===== src/rtl/spi_target.sv =====
// SPI mode-0 target: synchronizes the controller pins into FastClk, shifts RX/TX bytes MSB first, with a one-byte TX holding register.
// Pin edges are acted on in the third FastClk cycle after the change; RXData/RXValid appear one cycle after the 8th rising SPI_Clk.
// TXReady = holding register empty; when no byte is ready at a byte boundary, FILL is sent and TXUnderrun sticks for the frame.
module spi_target #(
  parameter logic [7:0] FILL  = 8'hFF,
  parameter int         CNT_W = 10
) (
  input  logic             FastClk,
  input  logic             Reset,
  input  logic             SPI_Clk,
  input  logic             SPI_Cs,
  input  logic             SPI_Mosi,
  output logic             SPI_Miso,
  input  logic [7:0]       TXData,
  input  logic             TXValid,
  output logic             TXReady,
  output logic [7:0]       RXData,
  output logic             RXValid,
  output logic [CNT_W-1:0] ByteCount,
  output logic             TXUnderrun,
  output logic             Busy
);

  typedef enum logic {IDLE, SHIFT} state_t;

  state_t     state, state_nxt;
  logic [1:0] cs_sync, sclk_sync, mosi_sync;
  logic       cs_prev, sclk_prev;
  logic       cs_fall, cs_rise, sclk_rise, sclk_fall;
  logic       enter, leave, shift_in, shift_out, tx_load;
  logic [2:0] bit_cnt;
  logic [6:0] rx_sr;
  logic [6:0] tx_sr;
  logic [7:0] hold;
  logic       hold_full;
  logic       miso_q;
  logic [7:0] tx_next;
  logic       bypass, fill_used, hold_load;

  always_ff @(posedge FastClk) begin
    if (Reset) begin
      cs_sync   <= 2'b11;
      cs_prev   <= 1'b1;
      sclk_sync <= 2'b00;
      sclk_prev <= 1'b0;
      mosi_sync <= 2'b00;
    end else begin
      cs_sync   <= {cs_sync[0], SPI_Cs};
      cs_prev   <= cs_sync[1];
      sclk_sync <= {sclk_sync[0], SPI_Clk};
      sclk_prev <= sclk_sync[1];
      mosi_sync <= {mosi_sync[0], SPI_Mosi};
    end
  end

  // A chip-select edge masks any SPI_Clk edge seen in the same cycle.
  assign cs_fall   = cs_prev & ~cs_sync[1];
  assign cs_rise   = ~cs_prev & cs_sync[1];
  assign sclk_rise = ~(cs_fall | cs_rise) & ~sclk_prev & sclk_sync[1];
  assign sclk_fall = ~(cs_fall | cs_rise) & sclk_prev & ~sclk_sync[1];

  always_ff @(posedge FastClk) begin
    if (Reset) state <= IDLE;
    else       state <= state_nxt;
  end

  always_comb begin
    state_nxt = state;
    enter     = 1'b0;
    leave     = 1'b0;
    shift_in  = 1'b0;
    shift_out = 1'b0;
    case (state)
      IDLE: begin
        if (cs_fall) begin
          state_nxt = SHIFT;
          enter     = 1'b1;
        end
      end
      SHIFT: begin
        if (cs_rise) begin
          state_nxt = IDLE;
          leave     = 1'b1;
        end else begin
          shift_in  = sclk_rise;
          shift_out = sclk_fall;
        end
      end
      default: state_nxt = IDLE;
    endcase
  end

  assign tx_load   = enter | (shift_out & (bit_cnt == 3'd0));
  assign tx_next   = hold_full ? hold : (TXValid ? TXData : FILL);
  assign bypass    = tx_load & ~hold_full & TXValid;
  assign fill_used = tx_load & ~hold_full & ~TXValid;
  assign hold_load = TXValid & ~hold_full & ~bypass;

  always_ff @(posedge FastClk) begin
    if (Reset) begin
      bit_cnt    <= 3'd0;
      rx_sr      <= 7'd0;
      tx_sr      <= 7'd0;
      hold       <= 8'd0;
      hold_full  <= 1'b0;
      miso_q     <= 1'b1;
      RXData     <= 8'd0;
      RXValid    <= 1'b0;
      ByteCount  <= '0;
      TXUnderrun <= 1'b0;
    end else begin
      RXValid <= 1'b0;
      if (hold_load) begin
        hold      <= TXData;
        hold_full <= 1'b1;
      end else if (tx_load && hold_full) begin
        hold_full <= 1'b0;
      end
      if (enter) begin
        bit_cnt    <= 3'd0;
        ByteCount  <= '0;
        TXUnderrun <= 1'b0;
      end
      if (leave) begin
        bit_cnt <= 3'd0;
        miso_q  <= 1'b1;
      end
      // The load that accompanies frame entry may itself set the underrun flag.
      if (tx_load) begin
        tx_sr  <= tx_next[6:0];
        miso_q <= tx_next[7];
        if (fill_used) TXUnderrun <= 1'b1;
      end else if (shift_out) begin
        tx_sr  <= {tx_sr[5:0], 1'b0};
        miso_q <= tx_sr[6];
      end
      if (shift_in) begin
        rx_sr   <= {rx_sr[5:0], mosi_sync[1]};
        bit_cnt <= bit_cnt + 3'd1;
        if (bit_cnt == 3'd7) begin
          RXData  <= {rx_sr, mosi_sync[1]};
          RXValid <= 1'b1;
          if (ByteCount != {CNT_W{1'b1}}) ByteCount <= ByteCount + 1'b1;
        end
      end
    end
  end

  assign SPI_Miso = miso_q;
  assign TXReady  = ~hold_full;
  assign Busy     = (state == SHIFT);

endmodule

===== config.mk =====
export PLATFORM = sky130hd
export DESIGN_NAME = spi_target
export DESIGN_NICKNAME = d
export VERILOG_FILES = /design/src/rtl/spi_target.sv
export SDC_FILE = /design/constraint.sdc
export NUM_CORES = 1
export LEC_CHECK = 0
export BUFFER_PORTS_ARGS = -buffer_cell sky130_fd_sc_hd__buf_2
export CAP_MARGIN = 20
export CORE_MARGIN = 4
export CORE_UTILIZATION = 50
export CTS_BUF_LIST = sky130_fd_sc_hd__clkbuf_8
export DETAILED_ROUTE_END_ITERATION = 16
export PLACE_DENSITY_LB_ADDON = 0.12
export SLEW_MARGIN = 20
export SYNTH_ARGS = -nofsm -noshare
export SYNTH_HDL_FRONTEND = slang
export SYNTH_SLANG_ARGS = --single-unit
export TNS_END_PERCENT = 100

===== constraint.sdc =====
create_clock -name FastClk -period 3.85 [get_ports FastClk]
set_input_delay 0.77 -clock FastClk [delete_from_list [all_inputs] [get_ports FastClk]]
set_output_delay 0.77 -clock FastClk [all_outputs]
set_load 0.01 [all_outputs]

==> results of run 1 <==
kinds of logic (layout without fill, tap and decap cells):
family / Yosys count / after routing
compound gates: 55 / 55
buf+inv: 26 / 52
simple gates: 110 / 110
flops: 56 / 56
fa+ha+maj: 6 / 6
mux: 23 / 23
area by class of cell:
type | instances | area, um2 | share of cell area
Clock buffer | 5 | 68.82 | 0.02477
Tap cell | 67 | 83.83 | 0.03018
Inverter | 7 | 26.28 | 0.009459
Clock inverter | 3 | 25.02 | 0.009009
Timing Repair Buffer | 37 | 187.7 | 0.06757
Multi-Input combinational cell | 194 | 1265 | 0.4554
Sequential cell | 56 | 1121 | 0.4036
metrics by stage:
stage                     cell area, um2  setup WS (ns)
after floorplan                     2494          2.043
after global placement              2684          1.584
after detailed placement            2684          1.563
after CTS                           2778          1.536
after global routing                2778          1.287
final                               2778          1.581
power by group through the flow:
stage	Sequential (mW)	Combinational, mW	Clock (mW)
after floorplan	0.615	0.0672	0
after global placement	0.618	0.0853	0
after detailed placement	0.619	0.0866	0
after CTS	0.606	0.0870	0.349
after global routing	0.608	0.0960	0.366
final	0.605	0.0860	0.332
cells in the mapped netlist (5+ instances only):
cell type   n  area [um2]
a31oi_1     7       43.79
dfxtp_1    56        1121
o211ai_1    9       67.56
nor2_1     36       135.1
or3_1       5       31.28
nand3_1     8       40.04
mux2i_1    21       210.2
nand2_1    26       97.59
buf_2       6       30.03
ha_1        6       75.07
nor2b_1     7       43.79
a2bb2oi_1   8       70.07
clkbuf_1   11       41.29
inv_1       6       22.52
nand4_1     5       31.28
a21oi_1    13       65.06
and3_1      5       31.28
state kept, by name, summed over array words and instances, names as in the netlist:
name	cells
sclk_sync	2
SPI_Miso	1
TXUnderrun	1
cs_sync	2
RXData	8
bit_cnt	3
tx_sr	7
cs_prev	1
hold_full	1
ByteCount	10
mosi_sync	2
RXValid	1
rx_sr	7
hold	8
Busy	1
sclk_prev	1
critical path, cell delays in order, from the launching register on:
cell,delay [ns]
dfxtp_1,0.35
inv_1,0.06
ha_1,0.32
and3b_1,0.21
nand2_1,0.44
or4_1,0.66
a31oi_1,0.16
path summary, 6_finish.rpt:
| path | startpoint | end | cells past startpoint |
|---|---|---|---|
| setup / recovery | cs_sync[1] | ByteCount[5] | 6 |
| hold / removal | cs_sync[0] | cs_sync[1] | 1 |
| setup reg to reg | cs_sync[1] | ByteCount[5] | 6 |
| hold reg to reg | cs_sync[0] | cs_sync[1] | 1 |
routing by layer:
metal  track usage  share of wire
met5             0              0
met4       0.08042          0.015
met3       0.03096          0.038
met2        0.2649           0.45
met1        0.2389           0.50
cells in the final DEF (no fill, tap or decap), drive strengths merged, types with 4 or more instances in the layout:
cell type,synthesis,layout
a21oi,13,13
nand4,5,5
a211oi,4,4
buf,8,37
a31oi,7,7
nor2b,7,7
inv,6,8
dfxtp,56,56
ha,6,6
nor2,36,36
or3,5,5
clkbuf,11,5
and3,6,6
nand3,8,8
o211ai,9,9
a2bb2oi,8,8
mux2i,21,21
nand2,26,26
==> impl_results.md, run 1 <==
* Flops & latches, synth at 56
* Area growth from synthesis to layout at 11.39%
* Actual slew at the worst max-slew pin at 0.9253 ns
* Leakage at 1.144 nW
* Max_cap viols at 0
* Psw at 0.2562 mW
* Slew HR at 0.3804
* Mux cell area share after synthesis at 0.09333
* Sw frac at 0.2505
* Fmax achieved at 440.7 MHz
* Placed Instances at 361
* CTS tree: yes
* Final #Nets at 321
* CTS Buffer Depth at 2
* H-tree depth at 2
* Synthesized cell area at 2494 um2
* Main combinational cell family by area after synthesis: simple AND/OR/NAND/NOR gates
* Post-route ant nets at 0
* Port Buffers at 36
* Post-synth EDFFs at 0
* Worst Skew at 0.003973 ns
* Simple-gate area share of the yosys netlist at 0.2228
* Hold Crit Class: flip-flop to flip-flop
* Power Dens Cells at 368.2 nW/um2
* Sequential element share of the synthesized area at 0.4496
* CORE AREA at 4786 um2
* Comb power frac at 0.084
* Initial antenna violation count at 0
* Post-Syn Area per Cell at 9.035 um2
* Ys flop type: dfxtp_1
* Total CTS buffers at 5
* Vias at 1,997
* Iteration-0 DRC Markers at 141
* Post-Syn Nets at 296
* Die width at 78.62 um
* Final slew viol count at 0
* IO Pins at 37
* Final HPWL DP at 3333 um
* Root Buffer: clkbuf_8
* Fraction of the mapped netlist area in adder cells at 0.03011
* Post-CTS setup buffer count at 0
* Final wirelength at 4841 um
* DRC violations left at 0
* Hold Vio Cnt, Final at 0
* Share of cells above drive strength 1 at 0.1755
* Yosys cell types at 44
* Final setup violation count at 0
* Period minus WS final at 2.269 ns
* Gr usage total at 0.1742
* Final Cycle Share at 0.5893
* Clk Latency, worst-skew pair at 0.31 ns
* First-pass DRT Iterations at 4
* Element type at the critical path start: flip-flop
* Complex-gate fraction of the synthesized area at 0.1591
* Ant. Diodes at 0
* Worst-path clk slew at 0.10 ns
* Setup CP Type: flip-flop to flip-flop
* Die Ht at 78.62 um
* Asr flop ratio synth at 0
* Pwr Total at 1.023 mW
* Resized Gates After CTS at 0
* Die footprint at 6181 um2
* Sequential share of power at 0.592
* Yosys warns at 0
* Largest net degree at the start of global routing at 38
* Avg WL per Cell at 13.12 um
* Initial Util at 0.5210
* Final TNS setup at 0 ns
* Post-synthesis xor/xnor area fraction at 0
* Worst R2R Setup Slack at 1.58 ns
* RSZ-0062 raised after global routing: no
* Global placer's final weighted congestion at 0.7612
* P_int at 0.7665 mW
* Clock power share at 0.324
* CP Capture Type: flip-flop
* Remaining Overflow, GRT at 0
* Global-route wire length before repair at 8597 um
* Layout filler cell count at 450
* Hold WS at 0.4236 ns
* # rows at 25
* Non-Filler Instances at 369
* Critical Path RT at 4.10 ns
* Worst vdd ir at 196.9 uV
* Post-Syn Instances at 276
* Crit path DAT at 2.51 ns
* Finished Core Util at 0.5804
* Vias/cell at 5.412
* Outcome: finished clean
* Hold_buf cts at 0
* Vias in the first global route at 1,865
* Clock Sinks at 56
* Largest fanout on the critical path at 26
(Power assumes the default switching activity.)
==> run 2, diff against run 1 <==
==> constraint.sdc (replaced) <==
create_clock -name FastClk -period 2.3 [get_ports FastClk]
set_input_delay 0.46 -clock FastClk [delete_from_list [all_inputs] [get_ports FastClk]]
set_output_delay 0.46 -clock FastClk [all_outputs]
set_load 0.01 [all_outputs]
==> impl_results.md, run 2 (synthesis results as in run 1) <==
* Outcome: finished clean
* Final #Nets at 326
* Total CTS buffers at 5
* IO Pins at 37
* Register with the most flip-flops: ByteCount
* Iteration-0 DRC Markers at 162
* Hold Vio Cnt, Final at 0
* Vias at 2,010
* Share of cells above drive strength 1 at 0.1889
* Setup CP Type: flip-flop to flip-flop
* Leading cell type in the layout, fill and taps excluded: dfxtp_1
* Hold_buf cts at 0
* Port Buffers at 36
* Clock Sinks at 56
* Actual slew at the worst max-slew pin at 0.7441 ns
* Largest fanout on the critical path at 15
* Worst Skew at 0.009989 ns
* Largest net degree at the start of global routing at 26
* Global-route wire length before repair at 8507 um
* Final setup violation count at 0
* Cells on Worst Hold Path at 2
* Die footprint at 6181 um2
* Die width at 78.62 um
* Worst vdd ir at 388.7 uV
* DRC violations left at 0
* Critical Path RT at 2.55 ns
* Fmax achieved at 494.8 MHz
* Clk Latency, worst-skew pair at 0.31 ns
* CTS Buffer Depth at 2
* Leakage at 1.167 nW
* Post-placement setup slack at 0.2962 ns
* CP Capture Type: flip-flop
* Final TNS setup at 0 ns
* Vias/cell at 5.374
* Initial antenna violation count at 0
* Element type at the critical path start: flip-flop
* Die Ht at 78.62 um
* Crit path DAT at 2.27 ns
* Most frequent cells in the layout: dfxtp_1 (56), nor2_1 (36), buf_2 (36)
* # rows at 25
* Vias in the first global route at 1,783
* Resized Gates After CTS at 0
* RSZ-0062 raised after global routing: no
* Gr usage total at 0.1711
* Initial Util at 0.5210
* Hold Crit Class: primary input to flip-flop
* Largest registers: ByteCount: 10 flops, RXData: 8 flops, hold: 8 flops
* Period minus WS final at 2.021 ns
* Area growth from synthesis to layout at 12.74%
* Max_cap viols at 0
* Power Dens Cells at 605.8 nW/um2
* Final Cycle Share at 0.8788
* Post-route ant nets at 0
* H-tree depth at 2
* Global placer's final weighted congestion at 0.7939
* CTS tree: yes
* Post-CTS setup buffer count at 0
* Final slew viol count at 0
* Cells on worst reg2reg path at 7
* Ant. Diodes at 0
* Remaining Overflow, GRT at 0
* First-pass DRT Iterations at 4
* Final HPWL DP at 3446 um
* Avg WL per Cell at 13.27 um
* Root Buffer: clkbuf_8
* Max FFs per register at 10
* Slew HR at 0.5006
* Final WS setup at 0.2788 ns
* Worst-path clk slew at 0.10 ns
* CORE AREA at 4786 um2
* Final wirelength at 4963 um
-- run 2: changes by cell type in the layout (fill, tap and decap cells not counted) --
cell      before  now
inv_6          2    1
clkinv_2       0    1
buf_4          1    6
-- run 2: cell type report --
class / count / area (um2)
tap: 67 / 83.83
sequential: 56 / 1121
clock buffer: 5 / 68.82
clock inverter: 3 / 21.27
fill: 466 / 1974
multi-input combinational: 194 / 1265
timing repair buffer: 42 / 225.2
inverter: 7 / 26.28
-- run 2: critical path, stage by stage, from the launching register on --
cell and delay, ns:
dfxtp_1 0.34, inv_1 0.06, ha_1 0.33, and3b_1 0.22, nand2_1 0.22, buf_4 0.27
or3_1 0.35, a31oi_1 0.16
-- run 2: layer usage --
metal / part of all wire / vias up / global-route usage / wire [um]
met2: 0.43 / 40 / 0.2521 / 2125
met4: 0.011 / 0 / 0.05944 / 57
met3: 0.051 / 4 / 0.03555 / 252
met1: 0.51 / 927 / 0.2459 / 2527
met5: 0 / - / 0 / 0
li1: - / 1039 / - / -
-- run 2: where the power goes --
group,total [mW],internal [mW],switching [mW]
sequential,1.01,0.995,0.0140
clock,0.541,0.217,0.324
combinational,0.153,0.0691,0.0843
total,1.70,1.28,0.422
-- run 2: worst paths after layout --
check / start / end / slack (ns)
min reg2reg: cs_sync[0] / cs_sync[1] / 0.43
max: cs_sync[1] / ByteCount[9] / 0.28
max reg2reg: cs_sync[1] / ByteCount[9] / 0.28
min: SPI_Cs / cs_sync[0] / 0.33
-- run 2: stage by stage --
stage	utilization	instance area, um2	power, mW	cells	hold WS [ns]
global placement	0.5686	2721	1.183	366	0.4118
detailed placement	0.5686	2721	1.185	366	0.4102
global route	0.5875	2811	1.786	374	0.3222
floorplan	-	2494	1.142	276	0.3895
CTS	0.5875	2811	1.728	374	0.3201
finish	0.5875	2811	1.703	374	0.3303
==> run 3, diff against run 2 <==
--- a/config.mk
+++ b/config.mk
@@ -8,7 +8,7 @@
 export BUFFER_PORTS_ARGS = -buffer_cell sky130_fd_sc_hd__buf_2
 export CAP_MARGIN = 20
 export CORE_MARGIN = 4
-export CORE_UTILIZATION = 50
+export CORE_UTILIZATION = 45
 export CTS_BUF_LIST = sky130_fd_sc_hd__clkbuf_8
 export DETAILED_ROUTE_END_ITERATION = 16
 export PLACE_DENSITY_LB_ADDON = 0.12
==> impl_results.md, run 3 (synthesis results as in run 1) <==
* Register area at 1121 um2
* Port Buffers at 36
* Fmax achieved at 505.0 MHz
* Global-route wire length before repair at 8659 um
* Final instance area at 2841 um2
* Post-CTS setup buffer count at 0
* Critical Path RT at 2.55 ns
* Hold_buf cts at 0
* Leading cell type in the layout, fill and taps excluded: dfxtp_1
* First-pass DRT Iterations at 4
* Ant. Diodes at 0
* Root Buffer: clkbuf_8
* Initial antenna violation count at 0
* Finished Core Util at 0.5425
* Global-route track usage on met1 at 0.2428
* Slew HR at 0.5045
* Max_cap viols at 0
* Met2 Track Usage GR at 0.2292
* Register with the most flip-flops: ByteCount
* Actual slew at the worst max-slew pin at 0.7383 ns
* Die width at 82.44 um
* CTS Buffer Depth at 2
* CP Capture Type: flip-flop
* Clock Sinks at 56
* Final TNS setup at 0 ns
* Non-Filler Instances at 377
* Power Dens Cells at 638.9 nW/um2
* Remaining Overflow, GRT at 0
* Hold Crit Class: primary input to flip-flop
* Placement Cell Area at 2725 um2
* Outcome: finished clean
* Worst vdd ir at 351.4 uV
* Hold Vio Cnt, Final at 0
* H-tree depth at 2
* Vias/cell at 5.374
* Largest net degree at the start of global routing at 21
* Placed Instances at 369
* Final #Nets at 326
* # rows at 26
* Final Cycle Share at 0.8610
* Worst-path clk slew at 0.10 ns
* Most frequent cells in the layout: dfxtp_1 (56), nor2_1 (36), buf_2 (36)
* Max FFs per register at 10
* Initial Util at 0.4761
* Leakage at 1.180 nW
* Global placer's final weighted congestion at 0.8391
* Largest fanout on the critical path at 16
* Grt peak-use layer: met1
* IO Pins at 37
* Clk Latency, worst-skew pair at 0.31 ns
* Layout filler cell count at 492
* DRC violations left at 0
* Setup CP Type: flip-flop to flip-flop
* Share of cells above drive strength 1 at 0.1889
* CTS tree: yes
* Hold WS at 0.3300 ns
* Die Ht at 82.44 um
* Resized Gates After CTS at 0
* Avg WL per Cell at 13.56 um
* Gr usage total at 0.1630
* Iteration-0 DRC Markers at 106
* Area growth from synthesis to layout at 13.95%
* Period minus WS final at 1.980 ns
* Final wirelength at 5114 um
* Worst Skew at 0.008858 ns
* Final setup violation count at 0
* Met3 Usage GRT at 0.02928
* Final slew viol count at 0
* Final HPWL DP at 3647 um
* Total CTS buffers at 5
* Vias at 2,026
* CORE AREA at 5238 um2
* Post-route ant nets at 0
* Vias in the first global route at 1,863
* Largest registers: ByteCount: 10 flops, RXData: 8 flops, hold: 8 flops
* Element type at the critical path start: flip-flop
* RSZ-0062 raised after global routing: no
* Multi-input logic area at 1265 um2
* Crit path DAT at 2.23 ns
* Die footprint at 6796 um2
-- run 3: worst max-delay path, stage by stage, from the launching register on --
cell	delay [ns]
dfxtp_1	0.35
inv_1	0.06
ha_1	0.33
and3b_1	0.20
nand2_1	0.21
buf_4	0.27
or3_1	0.35
a31oi_1	0.15
-- run 3: where the power goes --
group / total [mW] / internal (mW) / switching, mW
combinational: 0.150 / 0.0682 / 0.0818
sequential: 1.01 / 0.995 / 0.0181
clock: 0.652 / 0.328 / 0.324
-- run 3: worst paths after layout --
check	start	to	slack [ns]	depth (start not counted)
max	cs_sync[1]	ByteCount[9]	0.32	7
min reg2reg	cs_sync[0]	cs_sync[1]	0.44	1
min	SPI_Cs	cs_sync[0]	0.33	2
max reg2reg	cs_sync[1]	ByteCount[9]	0.32	7
-- run 3: cell type report --
type / count / area share
Timing Repair Buffer: 42 / 0.07926
Multi-Input combinational cell: 194 / 0.4452
Inverter: 7 / 0.009247
Sequential cell: 56 / 0.3945
Clock inverter: 3 / 0.01673
Tap cell: 70 / 0.03082
Clock buffer: 5 / 0.02422
-- run 3: layer usage --
metal,vias up,wire length [um]
met4,0,63
met2,42,2188
met1,942,2620
met3,7,242
met5,-,0
li1,1035,-
-- run 3: stage by stage --
stage	power (mW)	worst slack (ns)
3_5_place_dp	1.186	0.3578
6_report	1.815	0.3197
2_1_floorplan	1.142	0.5596
3_3_place_gp	1.184	0.3920
5_1_grt	1.902	0.1142
4_1_cts	1.844	0.3251
